$ cat config.mk
export PLATFORM = sky130hd
export DESIGN_NAME = down_timer_reload_flat
export DESIGN_NICKNAME = d
export VERILOG_FILES = /design/src/rtl/counter_pkg.sv /design/src/rtl/down_timer_reload_if.sv /design/src/rtl/down_counter_core.sv /design/src/rtl/down_timer_reload.sv /design/src/flat_wrapper.sv
export SDC_FILE = /design/constraint.sdc
export NUM_CORES = 1
export LEC_CHECK = 0
export CAP_MARGIN = 15
export CORE_MARGIN = 5
export CORE_UTILIZATION = 52
export CTS_BUF_LIST = sky130_fd_sc_hd__clkbuf_8
export CTS_CLUSTER_DIAMETER = 40
export DETAILED_ROUTE_END_ITERATION = 7
export GPL_ROUTABILITY_DRIVEN = 0
export PLACE_DENSITY = 0.82
export SLEW_MARGIN = 25
export SYNTH_ARGS = -nofsm -noshare
export SYNTH_HDL_FRONTEND = slang
export SYNTH_SLANG_ARGS = --single-unit
export TNS_END_PERCENT = 20
$ cat constraint.sdc
create_clock -name clk -period 3 [get_ports clk]
set_clock_uncertainty 0.15 [all_clocks]
set_input_delay 0.6 -clock clk [delete_from_list [all_inputs] [get_ports clk]]
set_output_delay 0.6 -clock clk [all_outputs]
set_load 0.01 [all_outputs]
$ cat src/rtl/counter_pkg.sv
// -----------------------------------------------------------------------------
// counter_pkg
// Shared definitions for the reloadable down-timer:
//   state_t     - timer control states (IDLE, RUN, HOLD, DONE)
//   CNT_WIDTH   - default counter / reload data width
//   accepts_load- true for every state in which a new reload value may be taken
// -----------------------------------------------------------------------------
package counter_pkg;

   localparam int CNT_WIDTH = 8;

   typedef enum logic [1:0] {
      ST_IDLE = 2'd0,
      ST_RUN  = 2'd1,
      ST_HOLD = 2'd2,
      ST_DONE = 2'd3
   } state_t;

   // Loads are refused only while counting down.
   function automatic logic accepts_load(input state_t s);
      return (s != ST_RUN);
   endfunction

endpackage

$ cat src/rtl/down_timer_reload_if.sv
// -----------------------------------------------------------------------------
// down_timer_reload_if
// Reload-value handshake between a host (master) and the timer (slave).
//   load_valid - host requests a load of data
//   load_ready - timer accepts the load this cycle
//   data       - reload value
// -----------------------------------------------------------------------------
interface down_timer_reload_if
   import counter_pkg::*;
#(
   parameter int WIDTH = CNT_WIDTH
) ();

   logic             load_valid;
   logic             load_ready;
   logic [WIDTH-1:0] data;

   modport master (
      output load_valid,
      output data,
      input  load_ready
   );

   modport slave (
      input  load_valid,
      input  data,
      output load_ready
   );

endinterface

$ cat src/rtl/down_counter_core.sv
// -----------------------------------------------------------------------------
// down_counter_core
// Count register with load and saturating decrement.
//   clk    - clock, rising edge
//   rst    - asynchronous active-low reset, clears count
//   ld     - load ld_val (wins over dec)
//   ld_val - value to load
//   dec    - decrement by one; ignored when count is already zero
//   count  - registered count
// -----------------------------------------------------------------------------
module down_counter_core
   import counter_pkg::*;
#(
   parameter int WIDTH = CNT_WIDTH
) (
   input  logic             clk,
   input  logic             rst,
   input  logic             ld,
   input  logic [WIDTH-1:0] ld_val,
   input  logic             dec,
   output logic [WIDTH-1:0] count
);

   logic [WIDTH-1:0] count_q;

   // Count register: load has priority, decrement never wraps below zero.
   always_ff @(posedge clk or negedge rst) begin
      if (!rst) begin
         count_q <= {WIDTH{1'b0}};
      end else if (ld) begin
         count_q <= ld_val;
      end else if (dec && (count_q != {WIDTH{1'b0}})) begin
         count_q <= count_q - WIDTH'(1);
      end else begin
         count_q <= count_q;
      end
   end

   assign count = count_q;

endmodule

$ cat src/rtl/down_timer_reload.sv
// -----------------------------------------------------------------------------
// down_timer_reload
// Down-counting timer with one-shot / auto-reload modes and pause/resume.
//   clk    - clock, rising edge
//   rst    - asynchronous active-low reset
//   ld_bus - reload handshake (load_valid, load_ready, data)
//   mode   - 0 one-shot, 1 auto-reload (sampled each cycle)
//   start  - start / resume countdown (ignored when count is zero)
//   stop   - pause countdown (only acts in RUN, overrides tick)
//   tick   - decrement strobe
//   count  - current count (registered)
//   tc     - one-cycle terminal-count pulse (registered)
//   busy   - high in RUN (registered)
//   done   - high in DONE (registered)
// -----------------------------------------------------------------------------
module down_timer_reload
   import counter_pkg::*;
#(
   parameter int WIDTH = CNT_WIDTH
) (
   input  logic              clk,
   input  logic              rst,
   down_timer_reload_if.slave ld_bus,
   input  logic              mode,
   input  logic              start,
   input  logic              stop,
   input  logic              tick,
   output logic [WIDTH-1:0]  count,
   output logic              tc,
   output logic              busy,
   output logic              done
);

   localparam logic [WIDTH-1:0] CNT_ZERO = {WIDTH{1'b0}};
   localparam logic [WIDTH-1:0] CNT_ONE  = WIDTH'(1);

   state_t           state_q;
   state_t           state_d;
   logic [WIDTH-1:0] reload_q;
   logic             tc_q;
   logic             tc_d;
   logic             busy_q;
   logic             done_q;
   logic             ready_q;

   logic             load_fire;
   logic             cnt_ld;
   logic [WIDTH-1:0] cnt_ld_val;
   logic             cnt_dec;
   logic [WIDTH-1:0] count_s;

   down_counter_core #(.WIDTH(WIDTH)) u_core (
      .clk    (clk),
      .rst    (rst),
      .ld     (cnt_ld),
      .ld_val (cnt_ld_val),
      .dec    (cnt_dec),
      .count  (count_s)
   );

   // Datapath control: load request, terminal-count reload/clear, or plain decrement.
   always_comb begin
      load_fire  = 1'b0;
      cnt_ld     = 1'b0;
      cnt_ld_val = ld_bus.data;
      cnt_dec    = 1'b0;
      if (accepts_load(state_q)) begin
         load_fire = ld_bus.load_valid;
         cnt_ld    = ld_bus.load_valid;
      end else if (!stop && tick) begin
         if (count_s == CNT_ONE) begin
            // Terminal count: reload in auto mode, park at zero in one-shot.
            cnt_ld     = 1'b1;
            cnt_ld_val = mode ? reload_q : CNT_ZERO;
         end else begin
            cnt_dec = 1'b1;
         end
      end else begin
         cnt_dec = 1'b0;
      end
   end

   // Next-state and terminal-count decision.
   always_comb begin
      state_d = state_q;
      tc_d    = 1'b0;
      case (state_q)
         ST_IDLE, ST_HOLD, ST_DONE: begin
            if (load_fire) begin
               // A load keeps a paused timer paused; otherwise it lands in IDLE.
               state_d = (state_q == ST_HOLD) ? ST_HOLD : ST_IDLE;
            end else if (start && (count_s != CNT_ZERO)) begin
               state_d = ST_RUN;
            end else begin
               state_d = state_q;
            end
         end
         ST_RUN: begin
            if (stop) begin
               state_d = ST_HOLD;
            end else if (tick && (count_s == CNT_ONE)) begin
               tc_d    = 1'b1;
               state_d = mode ? ST_RUN : ST_DONE;
            end else begin
               state_d = ST_RUN;
            end
         end
         default: begin
            state_d = ST_IDLE;
         end
      endcase
   end

   // Controller registers: state, reload value and all status outputs.
   always_ff @(posedge clk or negedge rst) begin
      if (!rst) begin
         state_q  <= ST_IDLE;
         reload_q <= CNT_ZERO;
         tc_q     <= 1'b0;
         busy_q   <= 1'b0;
         done_q   <= 1'b0;
         ready_q  <= 1'b1;
      end else begin
         state_q  <= state_d;
         reload_q <= load_fire ? ld_bus.data : reload_q;
         tc_q     <= tc_d;
         busy_q   <= (state_d == ST_RUN);
         done_q   <= (state_d == ST_DONE);
         ready_q  <= accepts_load(state_d);
      end
   end

   assign count             = count_s;
   assign tc                = tc_q;
   assign busy              = busy_q;
   assign done              = done_q;
   assign ld_bus.load_ready = ready_q;

endmodule

$ cat src/flat_wrapper.sv
// flat-port wrapper written by rule: the top's interface ports become plain ports
module down_timer_reload_flat import counter_pkg::*;
#(
   parameter int WIDTH = CNT_WIDTH
)
  (clk, rst, mode, start, stop, tick, count, tc, busy, done, ld_bus_load_valid, ld_bus_data, ld_bus_load_ready);
  down_timer_reload_if #(.WIDTH(WIDTH)) ld_bus_i ();
  input  logic clk;
  input  logic rst;
  input  logic mode;
  input  logic start;
  input  logic stop;
  input  logic tick;
  output logic [WIDTH-1:0] count;
  output logic tc;
  output logic busy;
  output logic done;
  input wire logic [$bits(ld_bus_i.load_valid)-1:0] ld_bus_load_valid;
  input wire logic [$bits(ld_bus_i.data)-1:0] ld_bus_data;
  output wire logic [$bits(ld_bus_i.load_ready)-1:0] ld_bus_load_ready;
  assign ld_bus_i.load_valid = ld_bus_load_valid;
  assign ld_bus_i.data = ld_bus_data;
  assign ld_bus_load_ready = ld_bus_i.load_ready;
  down_timer_reload #(.WIDTH(WIDTH)) u_core (.clk(clk), .rst(rst), .ld_bus(ld_bus_i), .mode(mode), .start(start), .stop(stop), .tick(tick), .count(count), .tc(tc), .busy(busy), .done(done));
endmodule
# Word-level counts from Yosys, hierarchy flattened
# Index checks and enable logic that the tools add are counted.
dict set report op_classes {
  n_addsub 1
  eq_ne 8
  n_mux 23
  n_reduce_logical 9
}
# cell count
set ops {}
lappend ops {{two-way mux 8 bit} 6}
lappend ops {{two-way mux 2 bit} 6}
lappend ops {{two-way mux 1 bit} 10}
lappend ops {{== test 8 x 1 -> 1 bit, second input constant} 1}
lappend ops {{nonzero test 8 bit} 1}
lappend ops {{subtractor 8 x 1 -> 8 bit, second input constant} 1}
lappend ops {{== test 2 bit, second input constant} 3}
lappend ops {{== test 2 x 1 -> 1 bit, second input constant} 2}
lappend ops {{logical AND 1 bit} 4}
lappend ops {{!= test 2 x 1 -> 1 bit, second input constant} 2}
lappend ops {{one-hot mux 2 bit (2 select lines)} 1}
lappend ops {{OR reduction 3 bit} 1}
lappend ops {{logical NOT 2 bit} 1}
lappend ops {{nonzero test 2 bit} 1}
lappend ops {{logical NOT 1 bit} 1}
dict set report totals {
  reg_bits 22
  inputBits 15
  output_inout_bits 12
  elab_cells 48
}

# Logic depth before layout (Yosys ltp)
# Gate-level depths: netlist (run 1).
dict set report depth {
  depth_word 7
  depth_mapped 7
  mapped_depth_nobuf 7
}

# Cells and area by module
# From an unflattened synthesis (run 1), not the netlist that was laid out.
dict set report hier_totals {
  cells_unflattened 138
  area_unflattened_um2 1355.0
}
# mod instances cells_per_inst area_per_inst_um2 seq_area_each_um2
set by_module_without_submodules {}
lappend by_module_without_submodules {down_timer_reload 1 78 814.5 351.6}
lappend by_module_without_submodules {down_counter_core 1 60 540.5 200.2}

# Worst setup path before layout (run 1)
# Ideal clock, no wire load.
dict set report synth_timing {
  kind {reg2reg}
  from {register u_core.u_core.count_q[1], in the netlist u_core.u_core.count[1]}
  to {register u_core.u_core.count_q[6], in the netlist u_core.u_core.count[6]}
  setup_time_ns 0.121
  arrival_ns 1.934
  t_required_ns 2.729
  setup_slack_ns 0.795
  stages_incl_launch_ff 8
  n_path_buf 0
  period_less_slack_ns 2.205
  path_cell_list {dfrtp_1 inv_1 ha_1 or3b_2 or2_2 o211ai_1 nand3_1 a22o_1}
}
dict set report synth_between {
  elab_chain_len 6
  word_cells_on_any_way 16
  cone_classes {1 x add/sub; 1 x eq/ne; 11 x mux; 3 x reduce/logical}
}
# item line_no
set synth_lines {}
lappend synth_lines {{start: declaration} down_counter_core.sv:24} ;# logic [WIDTH-1:0] count_q;
lappend synth_lines {{start signal: assignment} down_counter_core.sv:29} ;# count_q <= {WIDTH{1'b0}};
lappend synth_lines {{start signal: assignment} down_counter_core.sv:31} ;# count_q <= ld_val;
lappend synth_lines {{start signal: assignment} down_counter_core.sv:33} ;# count_q <= count_q - WIDTH'(1);
lappend synth_lines {{branches (longest 6 deep; another with subtractor 8 x 1 -> 8 bit)} n/a}
# Parallel ways; which one is timed is not known. The select of a mux whose other input is x is not followed.
# A chain may end at the register's enable or synchronous reset.

# Final worst setup path (run 1)
dict set report layout_timing {
  from {register u_core.u_core.count_q[1], in the netlist u_core.u_core.count[1]}
  to {register u_core.u_core.count_q[1], in the netlist u_core.u_core.count[1]}
}
# The elaborated chain is that of the path after synthesis.

==> summary.md, run 1 <==
| Metric | Value |
|---|---|
| Number of synthesized register bits | 22 |
| Status | completed |
| Row cnt | 17 |
| Clock Sinks | 22 |
| Cts bufs inserted | 3 |
| Largest net degree at the start of global routing | 23 |
| Yosys cell types | 43 |
| Area of the multi-input gates | 634 µm² |
| First-pass GRT wire length | 5250 µm |
| DRT iter0 DRCs | 57 |
| Total gr overflow | 0 |
| Kind of critical path | reg2reg |
| Die ar. | 3410 µm² |
| Mux share of post-synthesis cell area | 1.75% |
| Largest family of logic cells by synthesized area | simple AND/OR/NAND/NOR gates |
| Sw Pwr | 0.508 mW |
| Pins Over Slew Limit | 0 |
| Top_reg_cell synth | dfrtp_1 |
| Worst-path clk slew | 0.07 ns |
| P_int | 0.793 mW |
| Synth Area in Simple Gates | 29.8% |
| Cell count after synthesis | 133 |
| Drt wl/cell | 15.6 µm |
| Routed Antenna Nets | 0 |
| Vias in the first global route | 1112 |
| Worst Path Required | 2.98 ns |
| H-Tree Depth | 1 |
| Syn-to-layout area delta | 29.7% |
| Worst EP arrival | 2.52 ns |
| Die Height | 58.4 µm |
| Leak Pwr | 0.700 nW |
| Drt first pass iters | 4 |
| DP HPWL | 2240 µm |
| Switching part of the total power | 39.0% |
| Syn_nets | 151 |
| Ports | 27 |
| Clk pwr share | 16.2% |
| Final Power | 1.30 mW |
| Fmax | 0.394 GHz |
| Synthesized area | 1220 µm² |
| Worst skew pair latency | 0.26 ns |
| Final setup vio count | 0 |
| Worst-Margin Slew | 0.780 ns |
| Slew headroom | 47.5% |
| Startpoint Class | flip-flop |
| Cell Chain, Critical Path | inv_1, ha_1, or3b_2, nor3_4, nor2_2, a222oi_1, a21oi_1 |
| Critical path's largest stage delay | 0.53 ns |
| Via count | 1108 |
| Final period util | 84.6% |
| Reg power frac | 40.4% |
| Post-Synth Adder-Cell Area | 3.09% |
| Synthesized area per cell | 9.14 µm² |
| Post_cts resized | 0 |
| Total track usage | 19.8% |
| Setup TNS | 0 ns |
| DRC errors left | 0 |
| Routed WL | 2980 µm |
| Synth Area in Compound Gates | 17.5% |
| Slowest cell on the critical path | or3b_2 |
| Max Root-Sink Buffers | 2 |
| Power per standard cell area | 824 nW/µm² |
| Vias per std cell | 5.80 |
| Synth warn | 0 |
| Minimum clock period | 2.54 ns |
| Initial core utilization | 54.5% |
| Number of flops mapped to enable cells by yosys | 0 |
| Logic pwr share | 43.4% |
| Critical path fanouts, max | 8 |
| Worst setup EP type | flip-flop |
| XOR/XNOR Fraction of Synth Area | 0% |
| Core ar. | 2230 µm² |
| TritonCTS clock tree | yes |
| Fin. Hold Viols | 0 |
| Unrepaired setup endpoints after global routing | no |
| Clk root buf | clkbuf_8 |
| Nets | 182 |
| IO Port Bufs | 26 |
| Postcts setup bufs | 0 |
| CTS Hold Bufs | 0 |
| Die Wd | 58.4 µm |
| Register area | 552 µm² |
| Hold Path Class | reg2reg |
| Async set-reset flop share out of synthesis | 100% |
| Max-cap violations | 0 |
| Layout cells sized above 1 | 11.0% |
| Post-synthesis sequential area ratio | 45.4% |
| VDD IR max | 524 µV |
| Initial antenna violation count | 0 |
| Fillers | 183 |
| Ant diodes | 0 |
critical path: cells and delay by family (launching register included):
family	cells	cell delay [ns]
buf+inv	1	0.13
compound gates	2	0.49
fa+ha+maj	1	0.20
simple gates	3	0.99
flops	1	0.44
through the flow:
| stage | hold WS (ns) | cells | setup slack [ns] | cell area (µm²) | util (%) |
|---|---|---|---|---|---|
| 2_1_floorplan | 0.154 | 133 | 0.795 | 1220 | - |
| 3_3_place_gp | 0.308 | 187 | 0.385 | 1520 | 68.2 |
| 3_5_place_dp | 0.313 | 187 | 0.319 | 1520 | 68.2 |
| 4_1_cts | 0.332 | 191 | 0.530 | 1580 | 70.6 |
| 5_1_grt | 0.369 | 191 | 0.351 | 1580 | 70.6 |
| 6_report | 0.329 | 191 | 0.461 | 1580 | 70.6 |
path summary, 6_finish.rpt:
| check | startpoint | end | slack (ns) | cells past startpoint |
|---|---|---|---|---|
| max in group asynchronous | rst | u_core.ld_bus.load_ready$_DFF_PN1_ | 1.90 | 2 |
| worst max-delay path | u_core.u_core.count[1]$_DFFE_PN0P_ | u_core.u_core.count[1]$_DFFE_PN0P_ | 0.46 | 7 |
| worst min-delay path | u_core.reload_q[4]$_DFFE_PN0N_ | u_core.reload_q[4]$_DFFE_PN0N_ | 0.33 | 2 |
| worst min register to register | u_core.reload_q[4]$_DFFE_PN0N_ | u_core.reload_q[4]$_DFFE_PN0N_ | 0.33 | 2 |
| min in group asynchronous | rst | u_core.done$_DFF_PN0_ | 0.52 | 2 |
| worst max register to register | u_core.u_core.count[1]$_DFFE_PN0P_ | u_core.u_core.count[1]$_DFFE_PN0P_ | 0.46 | 7 |
layout by cell type, fill, tap and decap left out, drive strengths merged, types with 2 or more instances in the layout:
master	n
o21ai	9
nor2b	3
dfrtp	21
nand3	4
o22ai	3
buf	3
and3	4
nor2	9
a22oi	2
a22o	2
clkdlybuf4s50	26
ha	3
nand2	28
a21o	2
inv	5
clkbuf	4
nor3	4
a21oi	5
nand4	2
o31ai	2
nor4	3
a221oi	2
or3b	2
cell usage after synthesis (2+ instances only):
cell type	count	share of area [%]
nor2_1	8	2.5
nand3_1	4	1.6
and3_1	3	1.5
a221oi_1	2	1.4
nand2_1	28	8.6
nor4_1	2	1.0
a21oi_1	5	2.1
nor2b_1	3	1.5
clkbuf_1	2	0.62
a22oi_1	2	1.2
nand4_1	2	1.0
o31ai_1	2	1.2
o22ai_1	3	1.5
inv_1	5	1.5
nor3_1	3	1.2
o21ai_0	7	2.9
dfrtp_1	21	43
a21o_1	2	1.2
ha_1	3	3.1
a22o_1	2	1.4
or3b_2	2	1.4
registers in the layout, summed over array words and instances, names as in the netlist:
name / flops
u_core.reload_q: 8
u_core.busy: 1
u_core.u_core.count: 8
u_core.tc: 1
u_core.ld_bus.load_ready: 1
u_core.done: 1
u_core.state_q: 2
routing by layer:
layer | global-route usage, % | vias to the layer above | wire [µm]
li1 | - | 544 | -
met1 | 26.8 | 514 | 1270
met2 | 32.5 | 45 | 1460
met3 | 3.07 | 5 | 220
met4 | 5.96 | 0 | 27
met5 | 0 | - | 0
kinds of logic after synthesis:
family,count (synthesis)
compound gates,32
fa+ha+maj,3
buf+inv,8
flops,22
mux,2
simple gates,66
power by group through the flow:
stage	combinational (mW)	sequential, mW	clock, mW
5_1_grt	0.617	0.546	0.229
2_1_floorplan	0.312	0.527	0
6_report	0.564	0.526	0.210
4_1_cts	0.564	0.523	0.215
3_5_place_dp	0.556	0.528	0
3_3_place_gp	0.544	0.519	0
final cells by class:
cell class	instances	area share, %
Clock buffer	4	3.49
Timing Repair Buffer	29	17.9
Inverter	5	1.19
Multi-Input combinational cell	103	40.2
Tap cell	28	2.22
Sequential cell	22	35.0
Power figures use the tool's default switching activity.
==> run 2: changes to the inputs <==
==> constraint.sdc (replaced) <==
create_clock -name clk -period 2.65 [get_ports clk]
set_clock_uncertainty 0.15 [all_clocks]
set_input_delay 0.53 -clock clk [delete_from_list [all_inputs] [get_ports clk]]
set_output_delay 0.53 -clock clk [all_outputs]
set_load 0.01 [all_outputs]
==> summary.md, run 2 (synthesis results as in run 1) <==
| Metric | Value |
|---|---|
| Worst-Margin Slew | 0.825 ns |
| Setup slack, reg-to-reg | 0.20 ns |
| Hold Path Class | reg2reg |
| Hold worst-path end | u_core.reload_q[4]$_DFFE_PN0N_ |
| Initial core utilization | 54.5% |
| Syn-to-layout area delta | 29.6% |
| DP Worst Slack | 0.130 ns |
| Slowest cell on the critical path | or3b_2 |
| Startpoint Class | flip-flop |
| Final cell count without fillers | 192 |
| Largest net degree at the start of global routing | 23 |
| First-pass GRT wire length | 5150 µm |
| Core ar. | 2230 µm² |
| DRC errors left | 0 |
| Routed WL | 3020 µm |
| Final worst-path setup slack | 0.204 ns |
| Reg2Reg Depth | 7 |
| Via count | 1161 |
| Ports | 27 |
| DP HPWL | 2300 µm |
| Critical path's largest stage delay | 0.53 ns |
| R2r endpoint | u_core.u_core.count[2]$_DFFE_PN0P_ |
| Cts bufs inserted | 3 |
| Slew headroom | 44.5% |
| Die Wd | 58.4 µm |
| Initial antenna violation count | 0 |
| DRT iter0 DRCs | 78 |
| Worst setup EP type | flip-flop |
| Die Height | 58.4 µm |
| Worst skew pair latency | 0.26 ns |
| Minimum clock period | 2.45 ns |
| Fmax | 0.409 GHz |
| IO Port Bufs | 26 |
| Drt wl/cell | 15.7 µm |
| Kind of critical path | reg2reg |
| Leak Pwr | 0.704 nW |
| Cell Chain, Critical Path | inv_1, ha_1, or3b_2, nor3_4, nor2_2, a221oi_1, o21ai_0 |
| Vias per std cell | 6.05 |
| Min-Delay Path Depth | 2 |
| Power per standard cell area | 922 nW/µm² |
| Fillers | 170 |
| Placed insts | 188 |
| Row cnt | 17 |
| Routed Antenna Nets | 0 |
| Vias in the first global route | 1096 |
| Area after DPL | 1530 µm² |
| Worst EP arrival | 2.43 ns |
| Pins Over Slew Limit | 0 |
| Worst Path Required | 2.64 ns |
| Commonest non-fill, non-tap cells in the layout | 28 x nand2_1, 26 x clkdlybuf4s50_1, 21 x dfrtp_1 |
| Final setup vio count | 0 |
| VDD IR max | 660 µV |
| Worst-path clk slew | 0.08 ns |
| Unrepaired setup endpoints after global routing | no |
| Clock Sinks | 22 |
| Clk root buf | clkbuf_8 |
| Setup TNS | 0 ns |
| Ant diodes | 0 |
| Layout cells sized above 1 | 11.6% |
| Total gr overflow | 0 |
| Status | completed |
| Post-route cell area | 1580 µm² |
| Fin. Hold Viols | 0 |
| Reg2reg start | u_core.u_core.count[1]$_DFFE_PN0P_ |
| Commonest non-fill, non-tap cell in the layout | nand2_1 |
| Max-cap violations | 0 |
| Final Util | 70.6% |
| H-Tree Depth | 1 |
| Hold path start | u_core.reload_q[4]$_DFFE_PN0N_ |
| Total track usage | 19.4% |
| Die ar. | 3410 µm² |
| Final period util | 92.3% |
| Max Root-Sink Buffers | 2 |
| Drt first pass iters | 5 |
| TritonCTS clock tree | yes |
| Nets | 183 |
| Critical path fanouts, max | 8 |
| CTS Hold Bufs | 0 |
-- run 2: final cells by class --
type	count	area (µm²)	share of cell area (%)
timing repair buffer	30	290	18.4
clock inverter	1	3.75	0.238
sequential	22	552	35.0
multi-input combinational	103	636	40.3
clock buffer	3	41.3	2.62
tap	28	35.0	2.22
inverter	5	18.8	1.19
-- run 2: worst max-delay path by stage --
stage / depth (start not counted) / end / startpoint / slack [ns]
after global routing: 8 / u_core.u_core.count[0]$_DFFE_PN0P_ / u_core.u_core.count[0]$_DFFE_PN0P_ / 0.03
after CTS: 7 / u_core.u_core.count[4]$_DFFE_PN0P_ / u_core.u_core.count[0]$_DFFE_PN0P_ / 0.20
after floorplan: 7 / u_core.u_core.count[6]$_DFFE_PN0P_ / u_core.u_core.count[1]$_DFFE_PN0P_ / 0.44
after detailed placement: 6 / u_core.u_core.count[6]$_DFFE_PN0P_ / stop / 0.13
after global placement: 6 / u_core.u_core.count[6]$_DFFE_PN0P_ / stop / 0.22
final: 7 / u_core.u_core.count[2]$_DFFE_PN0P_ / u_core.u_core.count[1]$_DFFE_PN0P_ / 0.20
-- run 2: worst max-delay path, delay by kind of cell (launching register included) --
family | cells | cell delay, ns
simple gates | 3 | 0.95
flops | 1 | 0.44
compound gates | 2 | 0.44
fa+ha+maj | 1 | 0.20
buf+inv | 1 | 0.14
-- run 2: per-layer routing --
metal / routed length [µm] / vias to the layer above / GRT usage, %
met5: 0 / - / 0
met4: 71 / 0 / 5.63
met3: 241 / 10 / 3.95
met2: 1410 / 57 / 31.4
met1: 1300 / 550 / 26.2
li1: - / 544 / -
-- run 2: metrics by stage --
step | hold WS, ns | power (mW)
detailed placement | 0.312 | 1.24
CTS | 0.334 | 1.45
global route | 0.362 | 1.55
global placement | 0.309 | 1.21
finish | 0.331 | 1.45
floorplan | 0.0844 | 0.949
-- run 2: report_power, final --
group	internal [mW]	leakage, nW	switching (mW)
clock network	0.103	0.0269	0.108
registers	0.455	0.270	0.139
logic	0.316	0.407	0.332
total	0.875	0.704	0.579
-- run 2: what timing repair did --
item,4_1_cts,5_1_grt
buffers inserted,0,0
setup endpoints to repair,0,1
resized for setup,0,1
==> run 3: changes to the inputs <==
--- a/config.mk
+++ b/config.mk
@@ -5,6 +5,7 @@
 export SDC_FILE = /design/constraint.sdc
 export NUM_CORES = 1
 export LEC_CHECK = 0
+export ABC_CLOCK_PERIOD_IN_PS = 2650
 export CAP_MARGIN = 15
 export CORE_MARGIN = 5
 export CORE_UTILIZATION = 52
==> results of run 3 <==
No change in the layout: final DEF, timing and power equal those of run 2.
